$ cat config.mk
export PLATFORM = sky130hd
export DESIGN_NAME = shift_add_multiplier
export DESIGN_NICKNAME = d
export VERILOG_FILES = /design/src/rtl/shift_add_multiplier.sv
export SDC_FILE = /design/constraint.sdc
export NUM_CORES = 1
export LEC_CHECK = 0
export ABC_AREA = 1
export CORE_ASPECT_RATIO = 1.25
export CORE_MARGIN = 2
export CORE_UTILIZATION = 38
export DETAILED_ROUTE_END_ITERATION = 12
export PLACE_DENSITY_LB_ADDON = 0.3
export SLEW_MARGIN = 20
export SYNTH_ARGS = -nofsm -noshare
export SYNTH_HDL_FRONTEND = slang
export SYNTH_SLANG_ARGS = --single-unit
$ cat constraint.sdc
create_clock -name clk -period 2.25 [get_ports clk]
set_input_delay 0.225 -clock clk [delete_from_list [all_inputs] [get_ports clk]]
set_output_delay 0.225 -clock clk [all_outputs]
set_load 0.03 [all_outputs]
$ cat src/rtl/shift_add_multiplier.sv
// shift_add_multiplier: sequential shift-and-add multiplier, one partial
// product per clock, start/done handshake, 2*WIDTH-bit exact product.
// Optional build macro SIGNED_MUL_EN: treat a/b as two's complement
// (magnitudes are multiplied and the sign is applied when the product is
// registered). Without the macro the unit is purely unsigned.
module shift_add_multiplier #(
  parameter int WIDTH = 8
) (
  input  logic                 clk,
  input  logic                 rst_n,
  input  logic                 start,
  input  logic [WIDTH-1:0]     a,
  input  logic [WIDTH-1:0]     b,
  output logic                 busy,
  output logic                 done,
  output logic [2*WIDTH-1:0]   product
);

  localparam int CW = $clog2(WIDTH);
  localparam logic [CW-1:0] CNT_ONE  = CW'(1);
  localparam logic [CW-1:0] CNT_LAST = CW'(WIDTH - 1);
`ifdef SIGNED_MUL_EN
  localparam logic [WIDTH-1:0]   ONE_W  = WIDTH'(1);
  localparam logic [2*WIDTH-1:0] ONE_2W = (2*WIDTH)'(1);
`endif

  typedef enum logic [1:0] {
    ST_IDLE = 2'd0,
    ST_RUN  = 2'd1,
    ST_DONE = 2'd2
  } state_t;

  state_t                state_r;
  logic [WIDTH-1:0]      mcand_r;
  logic [WIDTH-1:0]      acc_hi_r;
  logic [WIDTH-1:0]      acc_lo_r;
  logic [CW-1:0]         count_r;
  logic                  busy_r;
  logic                  done_r;
  logic [2*WIDTH-1:0]    product_r;

  logic [WIDTH-1:0]      mcand_load_s;
  logic [WIDTH-1:0]      mplier_load_s;
  logic [WIDTH-1:0]      addend_s;
  logic [WIDTH:0]        sum_s;
  logic [WIDTH-1:0]      acc_hi_next_s;
  logic [WIDTH-1:0]      acc_lo_next_s;
  logic [2*WIDTH-1:0]    result_s;

`ifdef SIGNED_MUL_EN
  logic                  neg_r;
  logic                  neg_load_s;

  // Two's complement magnitude; the most-negative value maps to 2^(WIDTH-1).
  function automatic logic [WIDTH-1:0] magnitude(input logic [WIDTH-1:0] v);
    magnitude = v[WIDTH-1] ? (~v + ONE_W) : v;
  endfunction
`endif

  // Operand values captured when a start request is accepted.
  always_comb begin
`ifdef SIGNED_MUL_EN
    mcand_load_s  = magnitude(a);
    mplier_load_s = magnitude(b);
    neg_load_s    = a[WIDTH-1] ^ b[WIDTH-1];
`else
    mcand_load_s  = a;
    mplier_load_s = b;
`endif
  end

  // One accumulate step: WIDTH-bit add with carry, then shift the carry into acc_hi.
  always_comb begin
    addend_s      = acc_lo_r[0] ? mcand_r : {WIDTH{1'b0}};
    sum_s         = {1'b0, acc_hi_r} + {1'b0, addend_s};
    acc_hi_next_s = sum_s[WIDTH:1];
    acc_lo_next_s = {sum_s[0], acc_lo_r[WIDTH-1:1]};
  end

  // Final product as it will be registered on the last RUN step.
`ifdef SIGNED_MUL_EN
  always_comb begin
    if (neg_r) begin
      result_s = ~{acc_hi_next_s, acc_lo_next_s} + ONE_2W;
    end else begin
      result_s = {acc_hi_next_s, acc_lo_next_s};
    end
  end
`else
  always_comb begin
    result_s = {acc_hi_next_s, acc_lo_next_s};
  end
`endif

  // Control FSM with datapath registers and registered handshake outputs.
  always_ff @(posedge clk or negedge rst_n) begin
    if (!rst_n) begin
      state_r   <= ST_IDLE;
      mcand_r   <= {WIDTH{1'b0}};
      acc_hi_r  <= {WIDTH{1'b0}};
      acc_lo_r  <= {WIDTH{1'b0}};
      count_r   <= {CW{1'b0}};
      busy_r    <= 1'b0;
      done_r    <= 1'b0;
      product_r <= {(2*WIDTH){1'b0}};
`ifdef SIGNED_MUL_EN
      neg_r     <= 1'b0;
`endif
    end else begin
      case (state_r)
        ST_IDLE: begin
          done_r <= 1'b0;
          if (start) begin
            mcand_r  <= mcand_load_s;
            acc_hi_r <= {WIDTH{1'b0}};
            acc_lo_r <= mplier_load_s;
            count_r  <= {CW{1'b0}};
`ifdef SIGNED_MUL_EN
            neg_r    <= neg_load_s;
`endif
            busy_r   <= 1'b1;
            state_r  <= ST_RUN;
          end else begin
            busy_r   <= 1'b0;
            state_r  <= ST_IDLE;
          end
        end
        ST_RUN: begin
          // start is deliberately ignored here.
          acc_hi_r <= acc_hi_next_s;
          acc_lo_r <= acc_lo_next_s;
          count_r  <= count_r + CNT_ONE;
          if (count_r == CNT_LAST) begin
            product_r <= result_s;
            busy_r    <= 1'b0;
            done_r    <= 1'b1;
            state_r   <= ST_DONE;
          end else begin
            busy_r    <= 1'b1;
            done_r    <= 1'b0;
            state_r   <= ST_RUN;
          end
        end
        ST_DONE: begin
          done_r <= 1'b0;
          if (start) begin
            mcand_r  <= mcand_load_s;
            acc_hi_r <= {WIDTH{1'b0}};
            acc_lo_r <= mplier_load_s;
            count_r  <= {CW{1'b0}};
`ifdef SIGNED_MUL_EN
            neg_r    <= neg_load_s;
`endif
            busy_r   <= 1'b1;
            state_r  <= ST_RUN;
          end else begin
            busy_r   <= 1'b0;
            state_r  <= ST_IDLE;
          end
        end
        default: begin
          busy_r  <= 1'b0;
          done_r  <= 1'b0;
          state_r <= ST_IDLE;
        end
      endcase
    end
  end

  assign busy    = busy_r;
  assign done    = done_r;
  assign product = product_r;

endmodule

==> results_dict.tcl <==
set metrics [dict create \
    critical_path.max_stage_delay_ns 0.48 \
    final.setup.tns_ns 0 \
    power_report.internal_total_mw 2.508 \
    worst_path_required_time_ns 2.45 \
    via_count 1717 \
    clock-sinks 46 \
    grt_pass1_wl_um 7997 \
    drive_gt1_share_pct 10.53 \
    postCtsResizedCells 0 \
    timing.final.max_slew_violations 0 \
    netSwitchingFraction_pct 43.28 \
    crit_path_max_fanout 9 \
    ios 37 \
    report.power.total_mw 4.421 \
    place.port_buffers 36 \
    endpoint_kind "flop" \
    share_comb_of_total_power_pct 53.5 \
    rsz0062_at_grt "false" \
    final_period_minus_worst_setup_slack_ns 1.915 \
    areaGrowthSynthToFinish_pct 22.89 \
    outcome "finished, violations left" \
    worst_setup_hold_path_clk_slew_ns 0.09 \
    critical_path.slowest_cell "sky130_fd_sc_hd__dfrtp_1" \
    worstMarginPinSlew_ns 0.5854 \
    cts_tree "yes" \
    worstReg2RegStart "acc_lo_r[0]" \
    rows 31 \
    n_antenna_cell 0 \
    clock_power_share_pct 13.3 \
    cts_hold_repair.buffers 0 \
    antenna_found_initial 0 \
    clock_latency_ns 0.30 \
    cp_top_family "simple AND/OR/NAND/NOR gates" \
    design.die.area_mm2 0.006577 \
    routed_wire_length_per_instance_um 12.69 \
    drt.antenna.violating_nets 0 \
    power.leakage_nw 1.458 \
    regToRegSetupSlack_ns 0.34 \
    postSynthRegisterBits 46 \
    sequentialPowerShare_pct 33.1 \
    grt_start_max_net_pins 47 \
    synth_top_flop_cell "sky130_fd_sc_hd__dfrtp_1" \
    hold_viol 2 \
    cts-root-to-sink-buffers 2 \
    maxCapViolCount 0 \
    number_of_flops_mapped_to_enable_cells_by_yosys 0 \
    grt_pass1_vias 1809 \
    drt_iter0_markers 62 \
    timing.critical_path.cells "nand2_1, inv_1, ha_1, fa_1, nand2_1, nand2_1, nand3_1, nand2_1, nand2_1, nand2_1, nand2_1, nand2_1" \
    powerDensity_mw_per_mm2 1594 \
    worst_hold_slack_ns -0.001507 \
    core_area_mm2 0.005779 \
    nets_in_the_synthesized_netlist 276 \
    die_x_um 72.94 \
    drcViolationCount 0 \
    r2r_cells 12 \
    effective_utilization_at_floorplan_pct 39.06 \
    yosys.area.top_type_share_pct 51.00 \
    ys_warns 0 \
    syn_inst 246 \
    final.setup_skew_ns 0.005855 \
    crit_arrival_ns 2.11 \
    ys_seq_area_share_pct 51.00 \
    achievable-frequency_ghz 0.5222 \
    async_reset_ff_share_pct 100.0 \
    report.final.setup_viol 0 \
    crit_top_cell "sky130_fd_sc_hd__nand2_1" \
    detailedRoute.firstPassIterationCount 4 \
    synth_area_leader_cell "sky130_fd_sc_hd__dfrtp_1" \
    start_kind "flop" \
    vdd_drop_max_mv 0.6559 \
    dp.final_hpwl_um 3104 \
    timing.hold.worst.class "input pin to async pin" \
    die_height_um 90.17 \
    timing.setup.critical_path_class "flop to flop" \
    place_congestion 0.7899 \
    cts_buffers 5 \
    syn-cell-area_mm2 0.002257 \
    clockRootBuffer "sky130_fd_sc_hd__clkbuf_8" \
    cts.repair_timing.setup_buffer_count 0 \
    finalCritPeriodShare_pct 85.10 \
    mostFrequentLayoutCell "sky130_fd_sc_hd__nand2_1" \
    final_core_util_pct 48.00 \
    final_net_count 314 \
    dp_worst_setup_slack_ns 0.3294 \
    worst_slack_ns 0.3352 \
    grtUsageTotal_pct 15.42 \
    worstPathBufferInverterCount 1 \
    switchingPower_mw 1.913 \
    layout.cells.most_common_list "sky130_fd_sc_hd__nand2_1 (79), sky130_fd_sc_hd__dfrtp_1 (46), sky130_fd_sc_hd__clkdlybuf4s50_1 (35)" \
    reg2reg_to "acc_hi_r[7]" \
    post_synth.cell_area_avg_um2 9.175 \
    failed_checks "hold timing" \
    h_tree_levels 2 \
    netlist_top_cells_area "sky130_fd_sc_hd__dfrtp_1 (51%), sky130_fd_sc_hd__nand2_1 (13%), sky130_fd_sc_hd__ha_1 (5.5%), sky130_fd_sc_hd__inv_1 (4.7%), sky130_fd_sc_hd__mux2_2 (4.0%)" \
    wl_um 4453 \
    grt_remaining_overflow 0 \
    timing.max_slew.rel_slack_pct 60.98 \
    yosys.cell_types.count 28 \
    viasPerCell 4.892 \
]
==> stage by stage <==
step | cell area (um^2) | cells
after CTS | 2774 | 351
after global routing | 2774 | 351
after detailed placement | 2664 | 343
after global placement | 2664 | 343
final | 2774 | 351
after floorplan | 2257 | 246
==> worst max-delay path by stage <==
stage / start / end / slack, ns / depth (start not counted)
after floorplan: acc_lo_r[0] / acc_hi_r[7] / 0.46 / 13
after global placement: acc_lo_r[0] / product[15] / 0.41 / 12
after detailed placement: acc_lo_r[0] / product[15] / 0.33 / 12
after CTS: acc_lo_r[0] / product[15] / 0.32 / 12
after global routing: acc_lo_r[0] / acc_hi_r[7] / 0.13 / 12
final: acc_lo_r[0] / acc_hi_r[7] / 0.34 / 12
==> synthesized netlist by cell type (3+ instances only) <==
cell and number:
sky130_fd_sc_hd__nor2_1 5, sky130_fd_sc_hd__o211ai_1 6, sky130_fd_sc_hd__inv_1 28, sky130_fd_sc_hd__o21ai_1 15
sky130_fd_sc_hd__a21oi_1 4, sky130_fd_sc_hd__ha_1 10, sky130_fd_sc_hd__mux2_2 8, sky130_fd_sc_hd__nand3_1 16
sky130_fd_sc_hd__dfrtp_1 46, sky130_fd_sc_hd__nand2_1 79, sky130_fd_sc_hd__a22o_1 3, sky130_fd_sc_hd__buf_2 4
==> layer usage <==
metal  vias to the layer above  share of wire, %  GRT usage (%)
met2                        31                49          26.29
met3                         7               4.3          3.700
li1                        864                 -              -
met1                       815                45          18.95
met5                         -                 0              0
met4                         0               1.4          4.630
==> layout make-up <==
type	count	area [um^2]
multi-input combinational	161	934.6
sequential	46	1151
fill	589	3005
inverter	32	125.1
timing repair buffer	38	370.4
clock buffer	8	110.1
tap	66	82.58
==> registers in the layout, indices dropped and copies added, names as in the netlist <==
register and count:
acc_lo_r 8, product 16, state_r 2, mcand_r 8, count_r 3, acc_hi_r 8, done 1
==> power groups by stage <==
| stage | logic (mW) | clock network (mW) | registers [mW] |
|---|---|---|---|
| floorplan | 1.54 | 0 | 1.70 |
| global placement | 2.35 | 0 | 1.48 |
| detailed placement | 2.39 | 0 | 1.49 |
| CTS | 2.40 | 0.609 | 1.47 |
| global route | 2.70 | 0.642 | 1.52 |
| finish | 2.37 | 0.590 | 1.46 |
==> logic make-up (layout without fill, tap and decap cells) <==
| group | after synthesis | count (layout) | synth area share (%) |
|---|---|---|---|
| multiplexers | 8 | 8 | 3.991 |
| flip-flops | 46 | 46 | 51.00 |
| XOR/XNOR | 1 | 1 | 0.3881 |
| buffers and inverters | 39 | 78 | 7.594 |
| AND/OR/NAND/NOR | 107 | 107 | 21.23 |
| adder cells (fa/ha/maj) | 11 | 11 | 6.430 |
| AO/OA/AOI/OAI | 34 | 34 | 9.368 |
No activity file was read; power rests on OpenSTA's default activity.
